$ cat src/rtl/step_ctrl.sv
// step_ctrl: run/single-step controller that turns raw buttons into a registered core clock enable
// Ports: clk system clock; rst synchronous active-high reset; btn_step/btn_run raw asynchronous buttons;
//   stop forces a halt while running; core_en registered enable to core/mem; flag_one high during the
//   single step; flag_done high after a step until the next step or run; running high in RUN;
//   cycle_count counts core_en cycles modulo 2^CNT_W.
module step_ctrl #(
  parameter int DEBOUNCE_CYCLES = 125000,
  parameter int CNT_W = 16
) (
  input  logic             clk,
  input  logic             rst,
  input  logic             btn_step,
  input  logic             btn_run,
  input  logic             stop,
  output logic             core_en,
  output logic             flag_one,
  output logic             flag_done,
  output logic             running,
  output logic [CNT_W-1:0] cycle_count
);
  localparam int DW = $clog2(DEBOUNCE_CYCLES + 1);
  localparam logic [1:0] HALT = 2'd0, STEP = 2'd1, DONE = 2'd2, RUN = 2'd3;
  logic [1:0] raw, meta_q, sync_q, db_q, db_d, db_prev_q, pulse_q, mis, hit;
  logic [DW-1:0] cnt_q [2];
  logic [DW-1:0] cnt_d [2];
  logic [1:0] state_q, state_d;
  logic core_en_q, flag_one_q, flag_done_q, running_q;
  logic [CNT_W-1:0] count_q;
  logic step_p, run_p;
  assign raw = {btn_run, btn_step};
  assign mis = sync_q ^ db_q;
  assign db_d = db_q ^ hit;
  assign step_p = pulse_q[0];
  assign run_p = pulse_q[1];
  // The debounced level flips on the DEBOUNCE_CYCLES-th consecutive cycle of disagreement.
  always_comb begin
    for (int i = 0; i < 2; i++) begin
      hit[i] = mis[i] && cnt_q[i] == DW'(DEBOUNCE_CYCLES - 1);
      cnt_d[i] = (mis[i] && cnt_q[i] != DW'(DEBOUNCE_CYCLES - 1)) ? cnt_q[i] + 1'b1 : '0;
    end
  end
  // run_p is tested first in HALT/DONE so it wins over a simultaneous step_p.
  always_comb begin
    state_d = state_q;
    case (state_q)
      STEP:    state_d = DONE;
      RUN:     state_d = (run_p || stop) ? HALT : RUN;
      default: state_d = run_p ? RUN : step_p ? STEP : state_q;
    endcase
  end
  // Outputs are decoded from the next state so they are registered alongside state_q.
  always_ff @(posedge clk) begin
    if (rst) begin
      meta_q      <= '0;
      sync_q      <= '0;
      db_q        <= '0;
      db_prev_q   <= '0;
      pulse_q     <= '0;
      cnt_q       <= '{default: '0};
      state_q     <= HALT;
      core_en_q   <= 1'b0;
      flag_one_q  <= 1'b0;
      flag_done_q <= 1'b0;
      running_q   <= 1'b0;
      count_q     <= '0;
    end else begin
      meta_q      <= raw;
      sync_q      <= meta_q;
      db_q        <= db_d;
      db_prev_q   <= db_q;
      pulse_q     <= db_q & ~db_prev_q;
      cnt_q       <= cnt_d;
      state_q     <= state_d;
      core_en_q   <= state_d == STEP || state_d == RUN;
      flag_one_q  <= state_d == STEP;
      flag_done_q <= state_d == DONE;
      running_q   <= state_d == RUN;
      count_q     <= count_q + CNT_W'(core_en_q);
    end
  end
  assign core_en = core_en_q;
  assign flag_one = flag_one_q;
  assign flag_done = flag_done_q;
  assign running = running_q;
  assign cycle_count = count_q;
endmodule

$ cat config.mk
export PLATFORM = sky130hd
export DESIGN_NAME = step_ctrl
export DESIGN_NICKNAME = d
export VERILOG_FILES = /design/src/rtl/step_ctrl.sv
export SDC_FILE = /design/constraint.sdc
export NUM_CORES = 1
export LEC_CHECK = 0
export CORE_UTILIZATION = 35
export DETAILED_ROUTE_END_ITERATION = 10
export PLACE_DENSITY = 0.5
export SYNTH_ARGS = -nofsm -noshare
export SYNTH_HDL_FRONTEND = slang
export SYNTH_SLANG_ARGS = --single-unit
$ cat constraint.sdc
create_clock -name clk -period 3.6 [get_ports clk]
set_input_delay 1.08 -clock clk [delete_from_list [all_inputs] [get_ports clk]]
set_output_delay 1.08 -clock clk [all_outputs]
set_load 0.01 [all_outputs]
# Word level (Yosys, flattened, before mapping)
# Index checks and enable logic that the tools add are counted.
[classes]
n_reduce_logical = 8
muxes = 4
n_eq_ne = 9
add_sub_neg = 3
bitwise_logic = 6
[ops]
columns = ["cell", "n"]
rows = [
  ["adder 17 x 1 -> 17 bit, second input constant", 2],
  ["== test 17 bit, second input constant", 2],
  ["inequality test 17 bit, second input constant", 2],
  ["adder 16 x 1 -> 16 bit", 1],
  ["== test 2 bit, second input constant", 3],
  ["two-way mux 2 bit", 3],
  ["== test 2 x 1 -> 1 bit, second input constant", 2],
  ["logical AND 1 bit", 4],
  ["one-hot mux 2 bit (2 select lines)", 1],
  ["OR reduction 2 bit", 2],
  ["XOR 2 bit", 2],
  ["bitwise AND 2 bit", 1],
  ["logical OR 1 bit", 2],
  ["NOT 1 bit", 2],
  ["NOT 2 bit", 1],
]
[word_totals]
in_bits = 5
register_bits = 66
output_inout_bits = 20
word_cells = 43

# Logic depth before layout (Yosys ltp)
[depth]
depth_word = 5
mapped_depth = 7
ltp_nobuf = 6

# Least setup slack after synthesis
# OpenSTA, ideal clock, no wires.
[synth_path]
path_type = "register to register"
startpoint = "register cnt_q[5] in the netlist's numbering"
endpoint = "register cnt_q[15] in the netlist's numbering"
setup_ps = 115
t_arrival_ps = 1868
required_time_ps = 3485
path_slack_ps = 1617
path_stages_with_launch = 6
path_cell_list = "dfxtp_1 or4b_2 or4_1 nand2_2 buf_6 nor2_1"
[synth_via]
elab_chain_len = 4
word_cells_on_any_way = 5
classes_between = "add/sub (1); eq/ne (1); bitwise (1); reduce/logical (2)"
[synth_lines]
columns = ["item", "line_no", "rtl"]
rows = [
  ["start: declaration", "24", "logic [DW-1:0] cnt_q [2];"],
  ["start signal: assignment", "72", "cnt_q <= cnt_d;"],
  ["branches (longest 4 deep; another with adder 17 x 1 -> 17 bit)", "-", ""],
]
# Several ways; the timed one is not identified.
# A chain may end at the register's enable or synchronous reset.

==> results.py <==
metrics = {
    "grt": {
        "grt_max_degree": 18,
        "grt_use_total_pct": 13.76,
        "grt_pass1_vias": 1829,
        "antenna_found_initial": 0,
        "grt_pass1_wl_mm": 8.390,
        "grt-ovfl-total": 0,
    },
    "power": {
        "pwr-share-comb_pct": 1.2,
        "swShare_pct": 19.08,
        "p_leak_nw": 1.006,
        "cellPowerDensity_mw_per_mm2": 436.4,
        "ir_drop_mv": 0.1500,
        "pwr-share-seq_pct": 51.1,
        "p_int_mw": 1.144,
        "switchingPower_mw": 0.2697,
        "clkPwrFrac_pct": 47.6,
    },
    "clock_network": {
        "tritoncts": "yes",
        "insertion_delay_ps": 330,
        "htreeDepth": 3,
        "root_buffer": "clkbuf_8",
        "numCtsBuffers": 9,
        "cts_setup_buffers": 0,
        "cts_max_path_buffers": 2,
        "path_clk_slew_ps": 60,
        "cts_sinks": 65,
        "holdBufCountCts": 0,
        "post_cts_resized": 0,
    },
    "finish": {
        "fin_nets": 333,
        "insertedDiodeCount": 0,
        "final_cell_area_mm2": 0.003239,
        "layout-drive-gt1-share_pct": 6.991,
        "syn_to_final_growth_pct": 20.76,
        "fillers": 733,
    },
    "setup_path": {
        "crit_slowest_cell": "clkdlybuf4s50_1",
        "critical_path_buf_inv_count": 1,
        "crit_path_end_kind": "output port",
        "crit_fanout": 10,
        "worstSetupStartpointType": "register",
        "cp_top_family": "buffers and inverters",
        "crit_type": "register to output port",
        "critPathRequiredTime_ps": 2520,
        "crit_arrival_ps": 1400,
        "path_cells": "clkdlybuf4s50_1",
        "cp_slowest_stage_delay_ps": 590,
    },
    "drt": {
        "drc": 0,
        "drt_iter0_markers": 60,
        "first_pass_iters": 4,
        "vias": 2081,
        "via_per_inst": 4.862,
        "routedWlPerCell_um": 11.62,
        "ant_nets": 0,
        "drt-total-wl_mm": 4.974,
    },
    "sta": {
        "post-route-period-util_pct": 69.02,
        "min_period_ps": 2485,
        "finalHoldViolCount": 0,
        "layout_setup_ws_ps": 1115,
        "worst_slew_pin_slew_ps": 752.9,
        "holdWs_ps": 381.2,
        "setup_viol": 0,
        "timing.slew.headroom_pct": 49.80,
        "finClkSkew_ps": 4.639,
        "fmax_mhz": 402.5,
        "finalSetupTns_ps": 0,
        "slew_viol_final": 0,
        "rsz0062_at_grt": "false",
    },
    "floorplanning": {
        "core_area_mm2": 0.007331,
        "boundaryPins": 25,
        "die_h_um": 89.55,
        "die-area_mm2": 0.008018,
        "die_w_um": 89.55,
        "start_util_pct": 36.59,
        "fp-row-count": 31,
    },
    "status": {
        "run_status": "finished clean",
    },
    "synthesis": {
        "syn_area_per_cell_um2": 9.063,
        "synth_seq_area_share_pct": 48.51,
        "yosysWarningCount": 0,
        "synth.cell_area_mm2": 0.002683,
        "syn_nets": 305,
        "synth_seq_cells": 65,
        "syn-instance-count": 296,
        "synth.distinct_cells": 35,
    },
    "flow_run": {
        "drv_cap": 0,
    },
    "place": {
        "portBuffers": 24,
        "dpl_cell_area_mm2": 0.003013,
        "gp_congestion": 0.7291,
        "place_ws_ps": 984.3,
        "hpwl_mm": 3.419,
    },
    "hold_path": {
        "hold_class": "register to register",
    },
}
[Yosys cell counts]
library cell | count | area, um^2
or2_2 | 1 | 6.260
xnor2_1 | 31 | 271.5
ha_1 | 4 | 50.05
buf_4 | 1 | 7.510
inv_1 | 8 | 30.03
dfxtp_1 | 65 | 1301
nand3_1 | 14 | 70.07
and4_1 | 1 | 8.760
clkbuf_1 | 4 | 15.01
buf_1 | 2 | 7.510
nand4_1 | 14 | 87.58
o21bai_1 | 1 | 7.510
nor2b_1 | 10 | 62.56
nand2_2 | 1 | 6.260
and2_1 | 1 | 6.260
o21ai_0 | 4 | 20.02
or3_1 | 4 | 25.02
o211ai_1 | 1 | 7.510
o21ai_2 | 1 | 8.760
nand2b_1 | 3 | 18.77
nand4bb_1 | 1 | 11.26
nand2_1 | 14 | 52.55
nor4b_1 | 1 | 8.760
buf_6 | 1 | 11.26
nor2_1 | 53 | 198.9
nor4_1 | 12 | 75.07
xor2_1 | 10 | 87.58
a21oi_1 | 8 | 40.04
and3_1 | 4 | 25.02
nor3_1 | 7 | 35.03
or4_4 | 1 | 11.26
or4b_2 | 3 | 30.03
o31ai_1 | 4 | 30.03
or4b_1 | 1 | 10.01
or4_1 | 5 | 37.54
[worst paths after layout]
check             slack (ps)               startpoint               endpoint  depth (start not counted)
setup / recovery        1120    state_q[0]$_SDFF_PP0_                core_en                          1
hold / removal           380  db_prev_q[0]$_SDFF_PP0_  pulse_q[0]$_SDFF_PP0_                          1
setup reg to reg        1300     cnt_q[29]$_SDFF_PP0_   cnt_q[30]$_SDFF_PP0_                          4
hold reg to reg          380  db_prev_q[0]$_SDFF_PP0_  pulse_q[0]$_SDFF_PP0_                          1
[power by group through the flow]
| stage | clock, mW | sequential (mW) | combinational [mW] |
|---|---|---|---|
| after floorplan | 0 | 0.739 | 0.0104 |
| after CTS | 0.693 | 0.723 | 0.0178 |
| after global placement | 0 | 0.739 | 0.0176 |
| final | 0.673 | 0.723 | 0.0173 |
| after detailed placement | 0 | 0.739 | 0.0177 |
| after global routing | 0.732 | 0.723 | 0.0194 |
[sequential cells by signal, indices dropped and copies added (netlist names), named ones only]
signal / flops
flag_one: 1
running: 1
cnt_q: 34
sync_q: 2
state_q: 2
meta_q: 2
db_prev_q: 2
cycle_count: 16
flag_done: 1
pulse_q: 2
[metrics by stage]
stage,std cells,power [mW],util [%]
after global placement,412,0.7567,41.10
after detailed placement,412,0.7569,41.10
final,428,1.414,44.19
after floorplan,296,0.7494,-
after CTS,428,1.434,44.19
after global routing,428,1.474,44.19
[placed cells by master (no fill, tap or decap), types with 3 or more instances in the layout]
cell and instances:
nor2_1 53, xor2_1 10, and3_1 4, o31ai_1 4
dfxtp_1 65, o21ai_0 4, nand2b_1 3, nand4_1 14
or4_1 5, inv_1 8, nand2_1 14, or3_1 4
xnor2_1 31, a21oi_1 8, nor2b_1 10, clkbuf_8 14
or4b_2 3, clkdlybuf4s50_1 24, nor3_1 7, nand3_1 14
nor4_1 12, ha_1 4
[logic make-up after synthesis]
family / synth area share, %
adders and majority gates: 1.866
AOI/OAI and AO/OA: 4.245
DFF: 48.51
and+or+nand+nor: 29.34
xor gates and xnor gates: 13.39
buffers and inverters: 2.659
[per-layer routing]
layer,up-vias,global-route usage (%),wire length [um]
met5,-,0,0
met4,0,6.061,54
met3,11,4.155,186
met2,43,20.25,2064
met1,954,18.52,2668
li1,1073,-,-
[final cells by class]
class	instances	area, um^2	share of cell area [%]
repair buffers	25	247.7	7.648
clock inverters	1	30.03	0.9270
multi-input cells	215	1310	40.44
inverters	8	30.03	0.9270
well taps	99	123.9	3.824
clock buffers	15	196.4	6.064
flip-flops and latches	65	1301	40.17
No activity file was read; power rests on OpenSTA's default activity.
